File: config.mk
export PLATFORM = sky130hd
export DESIGN_NAME = vdp_cpu_port
export DESIGN_NICKNAME = d
export VERILOG_FILES = /design/src/rtl/vdp_cpu_port.sv
export SDC_FILE = /design/constraint.sdc
export NUM_CORES = 1
export LEC_CHECK = 0
export ABC_AREA = 1
export CORE_MARGIN = 4
export CORE_UTILIZATION = 42
export CTS_BUF_LIST = sky130_fd_sc_hd__clkbuf_2
export DETAILED_ROUTE_END_ITERATION = 8
export HOLD_SLACK_MARGIN = 0.02
export SLEW_MARGIN = 10
export SYNTH_ARGS = -nofsm -noshare
export SYNTH_HDL_FRONTEND = slang
export SYNTH_SLANG_ARGS = --single-unit
File: constraint.sdc
create_clock -name clk -period 2.9 [get_ports clk]
set_input_delay 0.29 -clock clk [delete_from_list [all_inputs] [get_ports clk]]
set_output_delay 0.29 -clock clk [all_outputs]
set_load 0.005 [all_outputs]
File: src/rtl/vdp_cpu_port.sv
// CPU register port into the VDP frame buffer.
// Data writes queue with their address and drain to VRAM on grant.
module vdp_cpu_port #(
  parameter int FIFO_DEPTH  = 4,
  parameter int LINE_STRIDE = 128
) (
  input  logic        clk,
  input  logic        reset,
  input  logic        cpu_cs,
  input  logic        cpu_we,
  input  logic [1:0]  cpu_reg,
  input  logic [7:0]  cpu_data_in,
  output logic [7:0]  cpu_data_out,
  input  logic        vram_grant,
  output logic [15:0] vram_addr,
  output logic [7:0]  vram_data,
  output logic        vram_we,
  output logic        busy
);

  localparam int AW = $clog2(FIFO_DEPTH);
  localparam logic [AW:0] DEPTH_C = (AW+1)'(FIFO_DEPTH);
  localparam logic [15:0] STRIDE_C = 16'(LINE_STRIDE);

  logic [15:0]   r_addr;
  logic          r_inc;
  logic          r_ovf;
  logic [15:0]   r_fa [FIFO_DEPTH];
  logic [7:0]    r_fd [FIFO_DEPTH];
  logic [AW-1:0] r_wp;
  logic [AW-1:0] r_rp;
  logic [AW:0]   r_cnt;

  logic        w_full;
  logic        w_empty;
  logic        w_wr;
  logic        w_rd;
  logic        w_dwr;
  logic        w_push;
  logic        w_pop;
  logic [15:0] w_step;
  logic [7:0]  w_rdata;

  assign w_full  = (r_cnt == DEPTH_C);
  assign w_empty = (r_cnt == '0);
  assign w_wr    = cpu_cs & cpu_we;
  assign w_rd    = cpu_cs & ~cpu_we;
  assign w_dwr   = w_wr & (cpu_reg == 2'd2);
  // Full is judged on pre-cycle state; a same-cycle pop never admits a push.
  assign w_push  = w_dwr & ~w_full;
  assign w_pop   = ~w_empty & vram_grant;
  assign w_step  = r_inc ? STRIDE_C : 16'd1;
  assign busy    = ~w_empty;

  always_comb begin
    w_rdata = 8'h00;
    unique case (cpu_reg)
      2'd0: w_rdata = r_addr[7:0];
      2'd1: w_rdata = r_addr[15:8];
      2'd2: w_rdata = 8'h00;
      2'd3: w_rdata = {4'b0, r_inc, r_ovf, w_empty, w_full};
    endcase
  end

  always_ff @(posedge clk) begin
    if (reset) begin
      r_addr <= 16'h0000;
      r_inc  <= 1'b0;
      r_ovf  <= 1'b0;
    end else if (w_wr) begin
      unique case (cpu_reg)
        2'd0: r_addr[7:0]  <= cpu_data_in;
        2'd1: r_addr[15:8] <= cpu_data_in;
        2'd2: begin
          if (w_full) r_ovf  <= 1'b1;
          else        r_addr <= r_addr + w_step;
        end
        2'd3: r_inc <= cpu_data_in[0];
      endcase
    end else if (w_rd && cpu_reg == 2'd3) begin
      r_ovf <= 1'b0;
    end
  end

  always_ff @(posedge clk) begin
    if (reset) cpu_data_out <= 8'h00;
    else if (w_rd) cpu_data_out <= w_rdata;
  end

  always_ff @(posedge clk) begin
    if (w_push) begin
      r_fa[r_wp] <= r_addr;
      r_fd[r_wp] <= cpu_data_in;
    end
  end

  always_ff @(posedge clk) begin
    if (reset) begin
      r_wp  <= '0;
      r_rp  <= '0;
      r_cnt <= '0;
    end else begin
      if (w_push) r_wp <= r_wp + AW'(1);
      if (w_pop)  r_rp <= r_rp + AW'(1);
      unique case ({w_push, w_pop})
        2'b10:   r_cnt <= r_cnt + (AW+1)'(1);
        2'b01:   r_cnt <= r_cnt - (AW+1)'(1);
        default: r_cnt <= r_cnt;
      endcase
    end
  end

  always_ff @(posedge clk) begin
    if (reset) begin
      vram_addr <= 16'h0000;
      vram_data <= 8'h00;
      vram_we   <= 1'b0;
    end else begin
      vram_we <= w_pop;
      if (w_pop) begin
        vram_addr <= r_fa[r_rp];
        vram_data <= r_fd[r_rp];
      end
    end
  end

endmodule

Yosys cells after proc, flatten, opt, wreduce, memory -nomap -nowiden

Memory sizes are Yosys's and may differ from the RTL's. A register that Yosys moved wholly into a read port is not among the register bits.
Index checks and enable logic that the tools add are counted.

Register bits after elaboration: 34
Bits in latches: 0
Bits in writable memories: 96
ROM bits: 0
Bits of input ports: 15
Output and inout port bits: 34
Word-level logic and storage cells: 56
Memories: 2

Add/subtract/negate cells: 5
$mul: 0
Div/mod/pow operators: 0
Order comparisons: 0
Equality and inequality tests: 9
Shifts and indexed selects: 0
Multiplexer cells: 12
Bitwise logic cells: 8
Reductions and logical operators: 11

Memory list:

| memory | depth | width | rd ports | clocked after Yosys merged registers in | wr ports | line | RTL |
|---|---|---|---|---|---|---|---|
| r_fa   | 4     | 16    | 1        | 1                                       | 1        | 28   | `logic [15:0] r_fa [FIFO_DEPTH];` |
| r_fd   | 4     | 8     | 1        | 1                                       | 1        | 29   | `logic [7:0] r_fd [FIFO_DEPTH];` |

Operators by type and width:

| cell                | count |
|---|---|
| $pmux 8 s2          | 2 |
| $pmux 8 s4          | 1 |
| $add 16x8->16       | 1 |
| $mux 16             | 1 |
| $reduce_and 3->1    | 3 |
| $mux 8              | 1 |
| $reduce_bool 2->1   | 4 |
| $eq 2x2->1 const B  | 3 |
| $mux 1              | 6 |
| $pmux 3 s2          | 1 |
| $and 1x1->1         | 5 |
| $add 2x1->2 const B | 2 |
| $eq 2x1->1 const B  | 2 |
| $ne 2x2->1 const B  | 2 |
| $add 3x1->3 const B | 1 |
| $eq 3x3->1 const B  | 1 |
| $logic_not 3->1     | 1 |
| $not 1->1           | 3 |
| $sub 3x1->3 const B | 1 |
| $logic_not 2->1     | 1 |
| $ne 2x1->1 const B  | 1 |
| $reduce_and 2->1    | 1 |
| $logic_and 1x1->1   | 1 |

Depth between registers and ports, before layout

Word-level depth: 5
Mapped depth: 12
Gate-level depth less buffers: 12

Worst setup path before layout

No wires, ideal clock.

Path kind: register -> register
Start: register r_cnt[1]
End: memory r_fa[0][0] (enable)
Setup time: 0.405 ns
Data arrival time: 1.839 ns
Data required time: 2.495 ns
Slack: 0.656 ns
Stages on the path, launching flop included: 5
Clock period less this slack: 2.244 ns
Cell sequence: dfxtp_1 > inv_1 > nand3_1 > nand2_2 > nor2_1

Cells in the longest elaborated chain, start to end: 5

Ends and longest elaborated chain:

| element                      | line | RTL |
|---|---|---|
| from (decl)                  | 32   | `logic [AW:0] r_cnt;` |
| from (signal assigned)       | 106  | `2'b10: r_cnt <= r_cnt + (AW+1)'(1);` |
| from (signal assigned)       | 107  | `2'b01: r_cnt <= r_cnt - (AW+1)'(1);` |
| from (signal assigned)       | 108  | `default: r_cnt <= r_cnt;` |
| $eq 3x3->1                   | 44   | `assign w_full = (r_cnt == DEPTH_C);` |
| $not 1->1                    | 50   | `assign w_push = w_dwr & ~w_full;` |
| $and 1x1->1                  | 50   |  |
| $mux 1                       | 91   | `if (w_push) begin` |
| $mux 1 (implied by the code) | 92   | `r_fa[r_wp] <= r_addr;` |
| to (decl)                    | 28   |  |

No other way between the ends.

Final worst setup path

Start: register r_cnt[0]
End: register r_cnt[2]

Cells in the longest elaborated chain, start to end: 5
Elaborated cells between the ends (all ways): 12
Classes of those cells: add/sub: 2; eq/ne: 3; mux: 1; bitwise: 4; reduce/logical: 2

Ends and longest elaborated chain:

| element                                                | line   | RTL |
|---|---|---|
| $eq 3x3->1 / $logic_not 3->1 (equally long branches)   | 44, 45 |  |
| $not 1->1 (on tied branches)                           | 50, 51 |  |
| $and 1x1->1 (on tied branches)                         | 50, 51 |  |
| $eq 2x1->1 / $eq 2x2->1 (equally long branches)        | 105    | `unique case ({w_push, w_pop})` |
| $pmux 3 s2 / $reduce_bool 2->1 (equally long branches) | n/a    |  |

Several ways; a longest one is shown, not always the timed one.
A chain may end at the register's enable or synchronous reset.

==> metrics.cfg <==
[outcome]
status=completed

[clocking]
cts_sinks=154
cts_tree=built
clockBufferDepth=2
clkTransAtPathRegs_ps=210
cts-htree-levels=4
insertion_delay_ps=720
cts_hold_buf=0
cts_setup_buffers=0
postCtsResizedCells=0
cts_root_buffer=clkbuf_2
cts_buffers=17

[logic_synthesis]
synth_seq_cells=154
netlist_area_sq_mm=0.00640
synth_area_per_cell_sq_um=9.92
synth_fp_nets=669
synth_cell_types=35
yosysWarningCount=0
seq_area_frac_synth_pct=63.2
netlist_instances=645

[detailed_routing]
dr.pass1.iters=5
drtIter0Drc=540
drt-total-wl_mm=14.6
via_per_inst=5.32
route.detailed.drc=0
ant_nets=0
vias=4715
wl_per_cell_um=16.4

[worst_hold_path]
holdCritPathClass=input pin to flop

[floorplanning]
die_w_um=131
dieArea_sq_mm=0.0173
io_pins=49
start_util_pct=43.5
num_rows=44
die_h_um=131
coreArea_sq_mm=0.0147

[finish]
mostFrequentLayoutCell=nor2_1
area_growth_syn_to_layout_pct=14.4
nNetsFinal=714
final_layout_size_suffix_gt1_share_pct=8.82
stdcell_area_sq_mm=0.00732
fin_cells=887
final_cell_mix=nor2_1, edfxtp_1, o21ai_0
n_antenna_cell=0
fillers=1364

[place]
gp_congestion=0.872
hpwlAfterDp_mm=9.21
place_inst=855
placed_area_sq_mm=0.00706
port_buffers=48

[sta]
max_slew_margin_pct=62.7
worst_slew_pin_slew_ps=560
setup_viol=0
hold_violations=0
max_freq_mhz=444
fin_tns_setup_ps=0
slew_viol_final=0
finClkSkew_ps=23.9
finalCritPeriodShare_pct=77.7
rsz0062_at_grt=false
post-route-min-period_ps=2250

[power]
p_per_area_mw_per_mm2=560
p_leak_nw=2.59
ir_drop_uv=221
p_comb_share_pct=10.2
p_int_mw=3.05
pwr-share-seq_pct=59.4
clkPwrFrac_pct=30.4
switching_share_pct=25.8
p_sw_mw=1.06

[critical_path]
critical_path_arrival_ps=2870
start_kind=flop
worstSetupEndpoint=r_cnt[2]$_SDFFE_PP0P_
reg2reg_from=r_cnt[0]$_SDFFE_PP0P_
required_ps=3520
worstPathMaxFanout=9
worstSetupEndpointType=flop
reg2reg_to=r_cnt[2]$_SDFFE_PP0P_
crit_type=flop to flop
r2r_setup_slack_ps=650
ff2ff_path_depth=10
critPathLaunch=r_cnt[0]$_SDFFE_PP0P_

[global_routing]
grt_pass1_vias=4500
grt_max_degree=50
antenna_found_initial=0
overflow=0
grt_pass1_wl_mm=24.0
grt_usage_pct=17.5

[flow_run]
maxCapViolCount=0

## power groups by stage
stage / combinational [mW] / clock, mW / sequential (mW)
6_report: 0.419 / 1.25 / 2.44
5_1_grt: 0.474 / 1.39 / 2.45
4_1_cts: 0.425 / 1.28 / 2.44
3_5_place_dp: 0.423 / 0 / 2.48
3_3_place_gp: 0.415 / 0 / 2.48
2_1_floorplan: 0.237 / 0 / 2.47
## cells in the mapped netlist
cell type    n  area (sq um)
buf_1        2          7.51
buf_2       10          50.1
clkbuf_1    18          67.6
nand2_1     58           218
a21oi_1     28           140
nor3_1       4          20.0
o31ai_1      1          7.51
o21ai_0     94           470
dfxtp_1     58          1160
o22ai_1      4          25.0
clkbuf_2     1          5.00
or2_2        1          6.26
buf_6        2          22.5
o221ai_1     4          35.0
a221oi_1     2          17.5
nand3_2      1          10.0
a31oi_1     30           188
o21ai_1      8          40.0
ha_1         8           100
clkinv_1     1          3.75
fa_1         1          20.0
nand3_1     24           120
o21ai_4      1          16.3
nor2_2       1          6.26
buf_4        1          7.51
edfxtp_1    96          2880
nand2_2      1          6.26
inv_4        1          6.26
nand4_1      1          6.26
inv_2        2          7.51
inv_1       45           169
nor2_4       3          33.8
nor2_1     128           480
clkinv_2     1          5.00
o21ai_2      4          35.0
## worst min-delay path by stage
stage	start	to	cells past startpoint
2_1_floorplan	cpu_data_in[0]	r_fd[0][0]$_DFFE_PP_	0
6_report	vram_grant	vram_we$_SDFF_PP0_	3
3_5_place_dp	r_cnt[2]$_SDFFE_PP0P_	r_cnt[2]$_SDFFE_PP0P_	2
3_3_place_gp	r_cnt[1]$_SDFFE_PP0P_	r_cnt[1]$_SDFFE_PP0P_	2
5_1_grt	vram_grant	vram_we$_SDFF_PP0_	3
4_1_cts	vram_grant	vram_we$_SDFF_PP0_	3
## sequential cells by signal, indices dropped and copies added (netlist names), 2 cells and up
name and cells:
r_rp 2, r_fa 64, vram_addr 16, r_addr 16, r_fd 32, vram_data 8
cpu_data_out 8, r_wp 2, r_cnt 3
## layer usage
metal  vias to the layer above  share of wire (%)  global-route usage (%)
li1                       2332                  -                       -
met2                       115                 45                    27.1
met3                        21                5.2                    5.05
met1                      2247                 48                    23.6
met5                         -                  0                       0
met4                         0                2.1                    6.48
## critical path, stage by stage, from the launching register on
cell	delay (ps)
dfxtp_1	350
inv_1	140
nand3_1	280
nand2_2	300
ha_1	190
inv_1	70
fa_1	380
a21oi_1	140
o21ai_0	110
o21ai_0	160
a21oi_1	60
## through the flow
| step | total power [mW] | hold WS (ps) | util, % | worst slack [ps] |
|---|---|---|---|---|
| after floorplan | 2.71 | 389 | - | 656 |
| after global placement | 2.90 | 472 | 48.0 | 453 |
| after detailed placement | 2.91 | 488 | 48.0 | 398 |
| after CTS | 4.14 | 92.0 | 49.8 | 644 |
| after global routing | 4.31 | 63.4 | 49.8 | 440 |
| final | 4.10 | 158 | 49.8 | 646 |
## logic make-up after synthesis
kind of cell             share of synthesized area [%]
flip-flops                                        63.2
buffers and inverters                             5.50
AND/OR/NAND/NOR                                   14.2
adder cells (fa/ha/maj)                           1.88
AO/OA/AOI/OAI                                     15.2
## cell type report
class / instances / area [sq um] / share of cell area [%]
clock inverters: 15 / 174 / 2.38
flip-flops and latches: 154 / 4040 / 55.2
well taps: 184 / 230 / 3.15
inverters: 50 / 191 / 2.62
multi-input cells: 407 / 2010 / 27.5
clock buffers: 17 / 85.1 / 1.16
repair buffers: 60 / 583 / 7.97
Note: power is estimated with default switching activity, not from simulation.
